**src/rtl/freq_meter_pkg.sv**
```systemverilog
// Shared definitions for the toggle period meter: sizing helpers, FSM state type, timeout multiplier.
// Latency: n/a (compile-time constants and types only).
// Backpressure: n/a.
package freq_meter_pkg;

    // The timeout fires after TIMEOUT_MULT expected periods, minus one count.
    localparam int TIMEOUT_MULT = 2;

    typedef enum logic [1:0] {
        IDLE    = 2'd0,
        ARM     = 2'd1,
        MEASURE = 2'd2
    } meter_state_t;

    // Smallest r with 2**r >= value (value >= 1).
    function automatic int ceil_log2(input int value);
        int result;
        result = 0;
        for (int i = 0; i < 31; i++) begin
            if ((1 << i) < value) begin
                result = i + 1;
            end
        end
        return result;
    endfunction

    // Expected period of the measured signal in base-clock cycles.
    function automatic int period_count(input int base_clk, input int target_freq);
        return base_clk / target_freq;
    endfunction

endpackage

```
**src/rtl/edge_sync.sv**
```systemverilog
// Rising-edge detector with optional two-flop synchronizer (macro SYNC_INPUT_EN).
// Latency: rise is combinational from the (synchronized) input; the synchronizer adds 2 cycles.
// Backpressure: none; rise is a single-cycle pulse that is never held.
//
// Ports: clk, reset (async active-high), sig_in (raw input), rise (one-cycle pulse).
module edge_sync (
    input  logic clk,
    input  logic reset,
    input  logic sig_in,
    output logic rise
);
    logic s;
    logic s_d;

`ifdef SYNC_INPUT_EN
    logic sync_q1;
    logic sync_q2;

    always_ff @(posedge clk or posedge reset) begin
        if (reset) begin
            sync_q1 <= 1'b0;
            sync_q2 <= 1'b0;
        end else begin
            sync_q1 <= sig_in;
            sync_q2 <= sync_q1;
        end
    end

    assign s = sync_q2;
`else
    // Only valid for sources already synchronous to clk.
    assign s = sig_in;
`endif

    always_ff @(posedge clk or posedge reset) begin
        if (reset) begin
            s_d <= 1'b0;
        end else begin
            s_d <= s;
        end
    end

    assign rise = s & ~s_d;

endmodule

```
**src/rtl/toggle_period_meter.sv**
```systemverilog
// Measures the period of sig_in in clk cycles, flags tolerance, lock and timeout.
// Latency: period_valid 1 cycle after the sampled rising edge (3 with SYNC_INPUT_EN defined).
// Backpressure: none; period_valid is a one-cycle pulse and must be consumed when it fires.
//
// Ports: clk, reset (async active-high), enable, sig_in; outputs period_out,
// period_valid, in_range, lock, timeout (sticky until next reported period or disable).
// Configuration macro: SYNC_INPUT_EN adds a two-flop synchronizer on sig_in.
module toggle_period_meter
    import freq_meter_pkg::*;
#(
    parameter int  BASE_CLK          = 50000000,
    parameter int  TARGET_FREQUENCY  = 100000,
    parameter int  TOLERANCE         = 2,
    parameter int  LOCK_COUNT        = 4,
    localparam int EXPECTED_PERIOD   = period_count(BASE_CLK, TARGET_FREQUENCY),
    localparam int NBITS_FOR_COUNTER = ceil_log2(TIMEOUT_MULT * EXPECTED_PERIOD)
) (
    input  logic                         clk,
    input  logic                         reset,
    input  logic                         enable,
    input  logic                         sig_in,
    output logic [NBITS_FOR_COUNTER-1:0] period_out,
    output logic                         period_valid,
    output logic                         in_range,
    output logic                         lock,
    output logic                         timeout
);
    localparam int NB     = NBITS_FOR_COUNTER;
    localparam int LOCK_W = ceil_log2(LOCK_COUNT + 1);

    localparam logic [NB-1:0]        TIMEOUT_VALUE = NB'(TIMEOUT_MULT * EXPECTED_PERIOD - 1);
    localparam logic [NB-1:0]        CNT_ONE       = NB'(1);
    localparam logic signed [NB:0]   EXP_S         = (NB + 1)'(EXPECTED_PERIOD);
    localparam logic signed [NB:0]   TOL_S         = (NB + 1)'(TOLERANCE);
    localparam logic [LOCK_W-1:0]    LOCK_MAX      = LOCK_W'(LOCK_COUNT);
    localparam logic [LOCK_W-1:0]    LOCK_ONE      = LOCK_W'(1);

    meter_state_t        state, state_nxt;
    logic [NB-1:0]       count, count_nxt;
    logic [NB-1:0]       period_nxt;
    logic                valid_nxt;
    logic                in_range_nxt;
    logic                timeout_nxt;
    logic [LOCK_W-1:0]   lock_cnt, lock_cnt_nxt;

    logic                rise;
    logic [NB-1:0]       meas_period;
    logic signed [NB:0]  period_diff;
    logic                meas_in_range;

    edge_sync u_edge_sync (
        .clk    (clk),
        .reset  (reset),
        .sig_in (sig_in),
        .rise   (rise)
    );

    // count holds (cycles since last rise - 1), so the period closed by this rise is count+1.
    // The counter never exceeds TIMEOUT_VALUE, so count+1 always fits in NB bits.
    assign meas_period   = count + CNT_ONE;
    // One extra bit keeps the signed difference from wrapping for any period value.
    assign period_diff   = $signed({1'b0, meas_period}) - EXP_S;
    assign meas_in_range = (period_diff <= TOL_S) && (period_diff >= -TOL_S);

    assign lock = (lock_cnt >= LOCK_MAX);

    always_comb begin
        state_nxt    = state;
        count_nxt    = count;
        period_nxt   = period_out;
        valid_nxt    = 1'b0;
        in_range_nxt = in_range;
        timeout_nxt  = timeout;
        lock_cnt_nxt = lock_cnt;

        if (!enable) begin
            // Disable overrides every state; a partially counted period is discarded.
            state_nxt    = IDLE;
            count_nxt    = '0;
            lock_cnt_nxt = '0;
            timeout_nxt  = 1'b0;
        end else begin
            case (state)
                IDLE: begin
                    state_nxt = ARM;
                end
                ARM: begin
                    if (rise) begin
                        count_nxt = '0;
                        state_nxt = MEASURE;
                    end
                end
                MEASURE: begin
                    if (rise) begin
                        // A rise at count==TIMEOUT_VALUE lands here too: the rise wins.
                        period_nxt   = meas_period;
                        count_nxt    = '0;
                        valid_nxt    = 1'b1;
                        in_range_nxt = meas_in_range;
                        timeout_nxt  = 1'b0;
                        if (meas_in_range) begin
                            if (lock_cnt < LOCK_MAX) begin
                                lock_cnt_nxt = lock_cnt + LOCK_ONE;
                            end
                        end else begin
                            lock_cnt_nxt = '0;
                        end
                    end else if (count == TIMEOUT_VALUE) begin
                        timeout_nxt  = 1'b1;
                        lock_cnt_nxt = '0;
                        state_nxt    = ARM;
                    end else begin
                        count_nxt = count + CNT_ONE;
                    end
                end
                default: begin
                    state_nxt = IDLE;
                end
            endcase
        end
    end

    always_ff @(posedge clk or posedge reset) begin
        if (reset) begin
            state        <= IDLE;
            count        <= '0;
            period_out   <= '0;
            period_valid <= 1'b0;
            in_range     <= 1'b0;
            timeout      <= 1'b0;
            lock_cnt     <= '0;
        end else begin
            state        <= state_nxt;
            count        <= count_nxt;
            period_out   <= period_nxt;
            period_valid <= valid_nxt;
            in_range     <= in_range_nxt;
            timeout      <= timeout_nxt;
            lock_cnt     <= lock_cnt_nxt;
        end
    end

endmodule

```
**config.mk**
```make
export PLATFORM = sky130hd
export DESIGN_NAME = toggle_period_meter
export DESIGN_NICKNAME = d
export VERILOG_FILES = /design/src/rtl/freq_meter_pkg.sv /design/src/rtl/edge_sync.sv /design/src/rtl/toggle_period_meter.sv
export SDC_FILE = /design/constraint.sdc
export NUM_CORES = 1
export LEC_CHECK = 0
export ABC_AREA = 1
export CORE_MARGIN = 3
export CORE_UTILIZATION = 60
export CTS_BUF_LIST = sky130_fd_sc_hd__clkbuf_2
export DETAILED_ROUTE_END_ITERATION = 16
export DONT_BUFFER_PORTS = 1
export PLACE_DENSITY = 0.76
export SYNTH_ARGS = -nofsm -noshare
export SYNTH_HDL_FRONTEND = slang
export SYNTH_SLANG_ARGS = --single-unit
```
**constraint.sdc**
```tcl
create_clock -name clk -period 2.35 [get_ports clk]
set_input_delay 0.47 -clock clk [delete_from_list [all_inputs] [get_ports clk]]
set_output_delay 0.47 -clock clk [all_outputs]
set_load 0.05 [all_outputs]
```
# --- Word level (Yosys, flattened, before mapping) ---
# Cells that the tools add are included.
totals:
  regBits: 29
  latch_bits: 0
  ram_bits: 0
  romBits: 0
  inputBits: 4
  out_inout_bits: 14
  elab_cells: 58
  memories: 0
classes:
  addsub: 3
  multipliers: 0
  div: 0
  magnitude_cmp: 4
  eq_ne: 11
  shift: 0
  n_mux: 23
  bitwise: 2
  reduce_logical: 7
op_table:
  columns: ["cell", "n"]
  rows:
  - ["10-bit two-way mux", 4]
  - ["10-bit one-hot mux with 2 select lines", 1]
  - ["3-bit two-way mux", 6]
  - ["3-bit AND reduction", 4]
  - ["11-bit by 2-bit greater-or-equal comparator with 1-bit output (second input constant)", 1]
  - ["11-bit by 3-bit <= comparator with 1-bit output (second input constant)", 1]
  - ["10-bit by 9-bit subtractor with 11-bit output (second input constant)", 1]
  - ["10-bit by 1-bit adder with 10-bit output (second input constant)", 1]
  - ["10-bit equality test (second input constant)", 1]
  - ["3-bit != test (second input constant)", 3]
  - ["2-bit two-way mux", 4]
  - ["1-bit two-way mux", 7]
  - ["3-bit by 1-bit != test with 1-bit output (second input constant)", 2]
  - ["2-bit one-hot mux with 3 select lines", 1]
  - ["4-bit by 3-bit != test with 1-bit output (second input constant)", 1]
  - ["4-bit != test (second input constant)", 1]
  - ["3-bit by 1-bit adder with 3-bit output (second input constant)", 1]
  - ["3-bit greater-or-equal comparator (second input constant)", 1]
  - ["3-bit less-than comparator (second input constant)", 1]
  - ["2-bit by 1-bit equality test with 1-bit output (second input constant)", 1]
  - ["2-bit equality test (second input constant)", 1]
  - ["2-bit logical NOT", 1]
  - ["2-bit by 1-bit != test with 1-bit output (second input constant)", 1]
  - ["2-bit AND reduction", 1]
  - ["3 further kinds", 3]

# --- Longest topological paths before layout ---
# Gate-level depths: netlist of run 1.
logic_depth:
  depth_word: 8
  ltp_mapped: 16
  ltp_nobuf: 16

# --- Cells and area by module ---
# From an unflattened synthesis of run 1, not the netlist that was laid out.
unflattened:
  cells_unflattened: 225
  hier_area_um2: 1687.9
modules_own_cells:
  columns: ["mod", "instances", "cells_per_inst", "area_per_inst_um2", "seq_area_each_um2"]
  rows:
  - ["toggle_period_meter", 1, 221, 1649.1, 700.7]
  - ["edge_sync", 1, 4, 38.8, 25.0]

# --- Worst setup path after synthesis of run 1 ---
# Ideal clock, no wire load.
synth_path:
  kind: "reg-to-reg"
  start: "reg count[0]"
  end: "reg lock_cnt[0]"
  setup_ps: 76
  arrival_ps: 2071
  required_time_ps: 2274
  path_slack_ps: 203
  path_stages_with_launch: 16
  path_buffers: 0
  period_less_slack_ps: 2147
  path_cell_list: "dfrtp_1 ha_1 inv_1 nand2_1 nand2_2 ha_1 nand2_1 nand3b_1 nand2_1 nand2_1 a21oi_1 nand3_1 nand2_2 and2_4 nand4_1 o21ai_1"
synth_between:
  elab_chain_len: 8
  word_cells_on_any_way: 13
  classes_between: "add/sub (2); order compare (2); eq/ne (3); mux (4); reduce/logical (2)"
synth_rtl:
  columns: ["element", "line", "source"]
  rows:
  - ["start, declared", "toggle_period_meter.sv:39", "logic [NB-1:0] count, count_nxt;"]
  - ["start signal, assigned", "toggle_period_meter.sv:134", "count <= count_nxt;"]
  - ["10-bit by 1-bit adder with 10-bit output", "toggle_period_meter.sv:60", "assign meas_period = count + CNT_ONE;"]
  - ["10-bit by 9-bit subtractor with 11-bit output", "toggle_period_meter.sv:62", "assign period_diff = $signed({1'b0, meas_period}) - EXP_S;"]
  - ["11-bit by 3-bit <= comparator with 1-bit output / 11-bit by 2-bit greater-or-equal comparator with 1-bit output (equally long branches)", "toggle_period_meter.sv:63", "assign meas_in_range = (period_diff <= TOL_S) && (period_diff >= -TOL_S);"]
  - ["1-bit logical AND", "toggle_period_meter.sv:63", null]
  - ["3-bit two-way mux", "toggle_period_meter.sv:101", "if (meas_in_range) begin"]
  - ["3-bit two-way mux", "toggle_period_meter.sv:94", "if (rise) begin"]
  - ["3-bit two-way mux", "toggle_period_meter.sv:83", "case (state)"]
  - ["3-bit two-way mux", "toggle_period_meter.sv:76", "if (!enable) begin"]
  - ["end signal, assigned", "toggle_period_meter.sv:139", "lock_cnt <= lock_cnt_nxt;"]
  - ["end, declared", "toggle_period_meter.sv:44", "logic [LOCK_W-1:0] lock_cnt, lock_cnt_nxt;"]
# Parallel ways exist; a longest one is shown, timed or not. The select of a mux whose other input is x is not followed.
# A chain may end at the register's enable or synchronous reset.

# --- Worst setup path after layout of run 1 ---
layout_path:
  start: "reg count[1]"
  end: "reg lock_cnt[1]"
# The elaborated chain is that of the path after synthesis.

==> qor.yml, run 1 <==
synthesis:
  syn-cell-area_sq_um: 1650
  synth_cell_types: 26
  synthesis.instances: 215
  yosys.area.top_type_share_pct: 44.1
  yosys.area.top_type: "dfrtp_1"
  postSynthAreaPerCell_sq_um: 7.66
  ys_ff_latch: 29
  syn_nets: 225
  ys_top_cells_by_area: "dfrtp_1 (44%), nand2_1 (12%), inv_1 (6.2%)"
  ys_seq_area_share_pct: 44.1
  ys_warn_count: 0
global_routing:
  grt_pass1_wl_um: 5980
  grt_max_degree: 30
  antenna_found_initial: 0
  grt_pass1_vias: 1341
  grt_overflow: 0
  grt.total_usage_pct: 23.4
setup_path:
  required_ps: 2650
  critPathLaunchType: "flip-flop"
  r2r-start: "count[1]"
  critical_path_class: "reg -> reg"
  arrival_ps: 2640
  ff2ff_setup_slack_ps: 10
  crit_path_end: "lock_cnt[1]"
  crit_start: "count[1]"
  crit_path_end_kind: "flip-flop"
  cp_max_fo: 4
  reg2regPathDepth: 15
  rr_endpoint: "lock_cnt[1]"
floorplanning:
  io_pins: 18
  rows: 18
  die_x_um: 58.4
  start_util_pct: 64.7
  dieHeight_um: 58.4
  core_sq_um: 2540
  dieArea_sq_um: 3410
cts:
  clk_pin_slew_ps: 170
  cts.sinks: 29
  cts_tree: "done"
  clock_path_buffers: 2
  htree_levels: 2
  insertion_delay_ps: 380
  cts_root_buf: "clkbuf_2"
  numCtsBuffers: 5
place:
  place.gp.congestion: 0.888
  placed_area_sq_um: 1700
  dp_hpwl_um: 2630
  port_buffers: 0
pwr:
  vdd_drop_max_uv: 509
  leakagePower_nw: 0.883
  cellPowerDensity_nw_per_um2: 467
sta:
  fin_worst_skew_ps: 19.0
  relSlewSlack_pct: 54.1
  hold_viol: 0
  fin_crit_ps: 2340
  finalSetupViolCount: 0
  clock.fmax_ghz: 0.428
  slew_viol_final: 0
  min_period_over_period_pct: 99.4
  worst_pin_slew_ps: 687
  final.setup.tns_ps: 0
  grt_setup_unrepaired: "yes"
cells_and_area:
  stdcell_area_sq_um: 1890
  final_common_cell: "nand2_1"
  most-common-layout-cells: "nand2_1 (49), dfrtp_1 (27), inv_1 (25)"
  layout-drive-gt1-share_pct: 24.1
  antennaDiodeCount: 0
  nets: 241
  syn2layout_area_growth_pct: 15.0
run_status:
  status: "complete, no violations"
job:
  drv_cap: 0
routing:
  vias_per_cell: 5.62
  drc: 0
  firstDrtPassIters: 4
  vias: 1473
  drt_wl_total_um: 3740
  wl_per_cell_um: 14.3
  dr.first_iter.drc_count: 77
  ant_nets: 0
min_path:
  hp-class: "in -> async"
## logic make-up (layout without fill, tap and decap cells)
kind of cell    Yosys count  count (layout)  share of synthesized area, %
fa+ha+maj                 6               6                          4.56
xor+xnor                  1               1                         0.532
buf+inv                  36              53                          8.21
mux                       1               1                         0.608
flops                    29              29                          44.1
compound gates           33              33                          12.1
simple gates            109             109                          29.9
## Yosys cell counts, drive strengths merged
master and n:
and2 1, clkbuf 4, and3 1, ha 6, a21oi 5, mux2i 1, nor2 24, inv 32
dfrtp 29, nand4 6, xnor2 1, o21ai 17, nand2 60, o22ai 10, nand3b 1, nand3 15
nor4 1, o21bai 1
## metal layers
metal	global-route usage, %	vias up	part of all wire (%)	wire length, um
met1	30.3	674	43	1610
met2	36.7	54	47	1770
met3	7.24	9	7.5	279
met5	0	-	0	0
met4	9.27	0	1.9	71
li1	-	736	-	-
## registers in the layout (all words and copies together), names as in the netlist
| register | flops |
|---|---|
| count | 10 |
| u_edge_sync.s_d | 1 |
| lock_cnt | 3 |
| timeout | 1 |
| period_out | 10 |
| in_range | 1 |
| period_valid | 1 |
| state | 2 |
## through the flow
step / utilization, % / power (mW) / setup slack [ps] / hold WS (ps) / std cells
after global routing: 74.4 / 0.927 / -152 / -3.04 / 262
after detailed placement: 66.8 / 0.642 / -21.2 / 453 / 245
final: 74.4 / 0.885 / 13.1 / 16.4 / 262
after CTS: 69.5 / 0.892 / 21.7 / 13.6 / 254
after floorplan: - / 0.625 / 203 / 484 / 215
after global placement: 66.8 / 0.640 / 79.7 / 443 / 245
## cell type report
type                            count  area (sq um)
Tap cell                           30          37.5
Clock buffer                        5          25.0
Fill cell                         178           651
Timing Repair Buffer               13           105
Inverter                           32           125
Sequential cell                    29           728
Clock inverter                      3          17.5
Multi-Input combinational cell    150           856
## repair_timing
item,CTS,global route
gates resized for setup,4,19
pin swaps,0,11
hold endpoints to repair,0,0
hold buffers,0,0
cloned,0,0
setup endpoints to repair,11,4
setup buffers,1,8
## critical path: stages (launching register included)
cell	delay (ps)
dfrtp_1	460
buf_6	150
nand4_1	120
nand2_2	140
inv_4	50
ha_4	260
nand2_1	40
nand3b_1	180
nand2_2	110
nand2_2	60
a21oi_2	120
nand3_1	90
nand2_2	100
and2_4	150
nand4_1	90
o21ai_1	150
## power breakdown
part	total (mW)	internal (mW)	leakage [nW]	switching [mW]
Sequential	0.564	0.516	0.395	0.0484
Clock	0.250	0.0692	0.0287	0.181
Combinational	0.0708	0.0231	0.460	0.0477
## how the worst min path moves through the flow
stage	from	to	slack, ps	cells past startpoint
2_1_floorplan	lock_cnt[1]	lock_cnt[1]	480	2
3_3_place_gp	reset	lock_cnt[0]	440	2
3_5_place_dp	reset	lock_cnt[0]	450	2
4_1_cts	reset	lock_cnt[2]	10	2
5_1_grt	reset	lock_cnt[2]	-3	2
6_report	reset	lock_cnt[2]	20	2
Power figures use the tool's default switching activity.
==> inputs of run 2 (changes only) <==
--- a/config.mk
+++ b/config.mk
@@ -6,7 +6,7 @@
 export NUM_CORES = 1
 export LEC_CHECK = 0
 export ABC_AREA = 1
-export CORE_MARGIN = 3
+export CORE_MARGIN = 2
 export CORE_UTILIZATION = 60
 export CTS_BUF_LIST = sky130_fd_sc_hd__clkbuf_2
 export DETAILED_ROUTE_END_ITERATION = 16
==> run 2 against run 1 <==
  * Die area decreased by 6.7%
  * Non-clock buffer count is 2 lower
  * Final area shrank 0.59%
==> qor.yml, run 2 (same netlist as run 1, synthesis figures left out) <==
run_status:
  status: "complete, no violations"
pwr:
  power.share.clock_pct: 36.4  # +8.2 points
  leakagePower_nw: 0.867  # -1.9%
  comb_power_share_pct: 7.3  # -0.7 points
  cellPowerDensity_nw_per_um2: 532  # +14%
  power_mw: 1.00  # +13%
  seqPwrFrac_pct: 56.3  # -7.5 points
  sw_frac_of_total_pct: 28.1  # -3.2 points
  power.switching_mw: 0.281  # +1.6%
  vdd_drop_max_uv: 536  # +5.4%
  p_int_mw: 0.720  # +19%
sta:
  slew_viol_final: 0  # unchanged
  clock.fmax_ghz: 0.442  # +3.4%
  fin_crit_ps: 2260  # -75.9 ps
  worst_pin_slew_ps: 669  # -18.1 ps
  finalSetupViolCount: 0  # unchanged
  relSlewSlack_pct: 55.3  # +1.2 points
  final.setup.tns_ps: 0  # unchanged
  hold_viol: 0  # unchanged
  grt_setup_unrepaired: "yes"
  min_period_over_period_pct: 96.2  # -3.2 points
  fin_worst_skew_ps: 15.3  # -3.69 ps
cells_and_area:
  fillers: 203  # +14%
  antennaDiodeCount: 0  # unchanged
  nets: 239  # -0.83%
  most-common-layout-cells: "nand2_1 (49), dfrtp_1 (27), inv_1 (25)"
  stdcell_area_sq_um: 1880  # -0.59%
  register_area_sq_um: 728  # unchanged
  multi_input_area_sq_um: 841  # -1.8%
  final_common_cell: "nand2_1"
  syn2layout_area_growth_pct: 14.4
  largestRegisters: "count (10), period_out (10), lock_cnt (3)"
  layout-drive-gt1-share_pct: 22.6  # -1.5 points
global_routing:
  grt_pass1_wl_um: 5990  # +0.23%
  antenna_found_initial: 0  # unchanged
  grt.total_usage_pct: 24.2  # +0.76 points
  grt_max_degree: 30  # unchanged
  grt_overflow: 0  # unchanged
  grt_pass1_vias: 1343  # +0.15%
place:
  dp_hpwl_um: 2460  # -6.6%
  port_buffers: 0  # unchanged
  placed_area_sq_um: 1700  # unchanged
  place.gp.congestion: 0.916  # +3.2%
setup_path:
  ff2ff_setup_slack_ps: 90  # +80 ps
  worstPathCellList: "buf_6 -> nand4_1 -> nand2_2 -> inv_4 -> ha_4 -> nand2_1 -> nand3b_1 -> nand2_2 -> nand2_2 -> a21oi_2 -> nand3_1 -> nand2_2 -> and2_4 -> nand4_1 -> o21ai_1"
  required_ps: 2680  # +30 ps
  crit_path_end_kind: "flip-flop"
  max_stage_delay_ps: 440  # -20 ps
  crit_top_cell: "nand2_2"
  critical_path_class: "reg -> reg"
  critPathLaunchType: "flip-flop"
  r2r-start: "count[0]"
  rr_endpoint: "lock_cnt[0]"
  cp_max_fo: 4  # unchanged
  cp_slowest_cell: "dfrtp_1"
  reg2regPathDepth: 15  # unchanged
  arrival_ps: 2590  # -50 ps
routing:
  top_layer: "met4"
  wl_per_cell_um: 13.7  # -4.1%
  route.met3.wl_um: 198  # -29%
  drc: 0  # unchanged
  vias_per_cell: 5.68  # +1.1%
  vias: 1478  # +0.34%
  drt-met1-wl_um: 1610  # -0.31%
  wl_met2_um: 1680  # -5.1%
  dr.first_iter.drc_count: 75  # -2.6%
  firstDrtPassIters: 4  # unchanged
  drt_wl_total_um: 3560  # -4.8%
  ant_nets: 0  # unchanged
floorplanning:
  rows: 18  # unchanged
  start_util_pct: 64.7  # unchanged
  core_sq_um: 2540  # unchanged
  dieArea_sq_um: 3180  # -6.7%
  io_pins: 18  # unchanged
  dieHeight_um: 56.4  # -3.4%
  die_x_um: 56.4  # -3.4%
cts:
  cts_tree: "done"
  cts_root_buf: "clkbuf_2"
  insertion_delay_ps: 380  # about the same
  cts_hold_buf: 0  # unchanged
  cts.sinks: 29  # unchanged
  clk_pin_slew_ps: 160  # about the same
  clock_path_buffers: 2  # unchanged
  numCtsBuffers: 5  # unchanged
  htree_levels: 2  # unchanged
min_path:
  hp-class: "in -> async"
job:
  drv_cap: 0  # unchanged
## run 2: worst max-delay path by stage
| stage | from | end | depth (start not counted) |
|---|---|---|---|
| 3_5_place_dp | count[1] | count[8] | 8 |
| 5_1_grt | count[1] | lock_cnt[0] | 15 |
| 3_3_place_gp | count[1] | lock_cnt[1] | 15 |
| 4_1_cts | count[0] | lock_cnt[0] | 15 |
| 2_1_floorplan | count[0] | lock_cnt[0] | 15 |
| 6_report | count[0] | lock_cnt[0] | 15 |
## run 2: routing by layer
layer,vias to the layer above,GRT usage (%)
met3,12,8.53
met1,681,31.4
met2,59,36.6
met5,-,0
met4,0,10.2
li1,726,-
## run 2: area by class of cell
type / instances / share of cell area [%]
flip-flops and latches: 29 / 38.7
repair buffers: 11 / 4.78
multi-input cells: 150 / 44.7
well taps: 30 / 1.99
clock inverters: 2 / 1.79
inverters: 32 / 6.51
clock buffers: 6 / 1.59
## run 2: metrics by stage
stage | hold WS (ps) | std cells | utilization (%) | setup WS (ps)
3_5_place_dp | 447 | 245 | 66.8 | -22.4
6_report | 15.4 | 260 | 74.0 | 89.0
3_3_place_gp | 445 | 245 | 66.8 | 65.3
4_1_cts | 30.5 | 254 | 69.7 | 75.7
2_1_floorplan | 484 | 215 | - | 203
5_1_grt | 30.4 | 260 | 74.0 | -66.4
## run 2: repair_timing
item / 4_1_cts / 5_1_grt
endpoints found under the setup margin: 10 / 4
gates resized for setup: 1 / 18
pin swaps: 0 / 11
endpoints found under the hold margin: 0 / 0
buffers inserted: 1 / 6
## run 2: critical path: cells and delay by family (launching register included)
kind	cells	cell delay, ps
simple gates	10	1040
flops	1	440
compound gates	2	270
fa+ha+maj	1	260
buf+inv	2	180
## run 2: power groups by stage
stage               Combinational [mW]  Clock (mW)  Sequential (mW)
floorplan                       0.0636           0            0.562
global placement                0.0661           0            0.573
detailed placement              0.0690           0            0.574
CTS                             0.0709       0.362            0.564
global route                    0.0848       0.389            0.567
finish                          0.0728       0.365            0.564
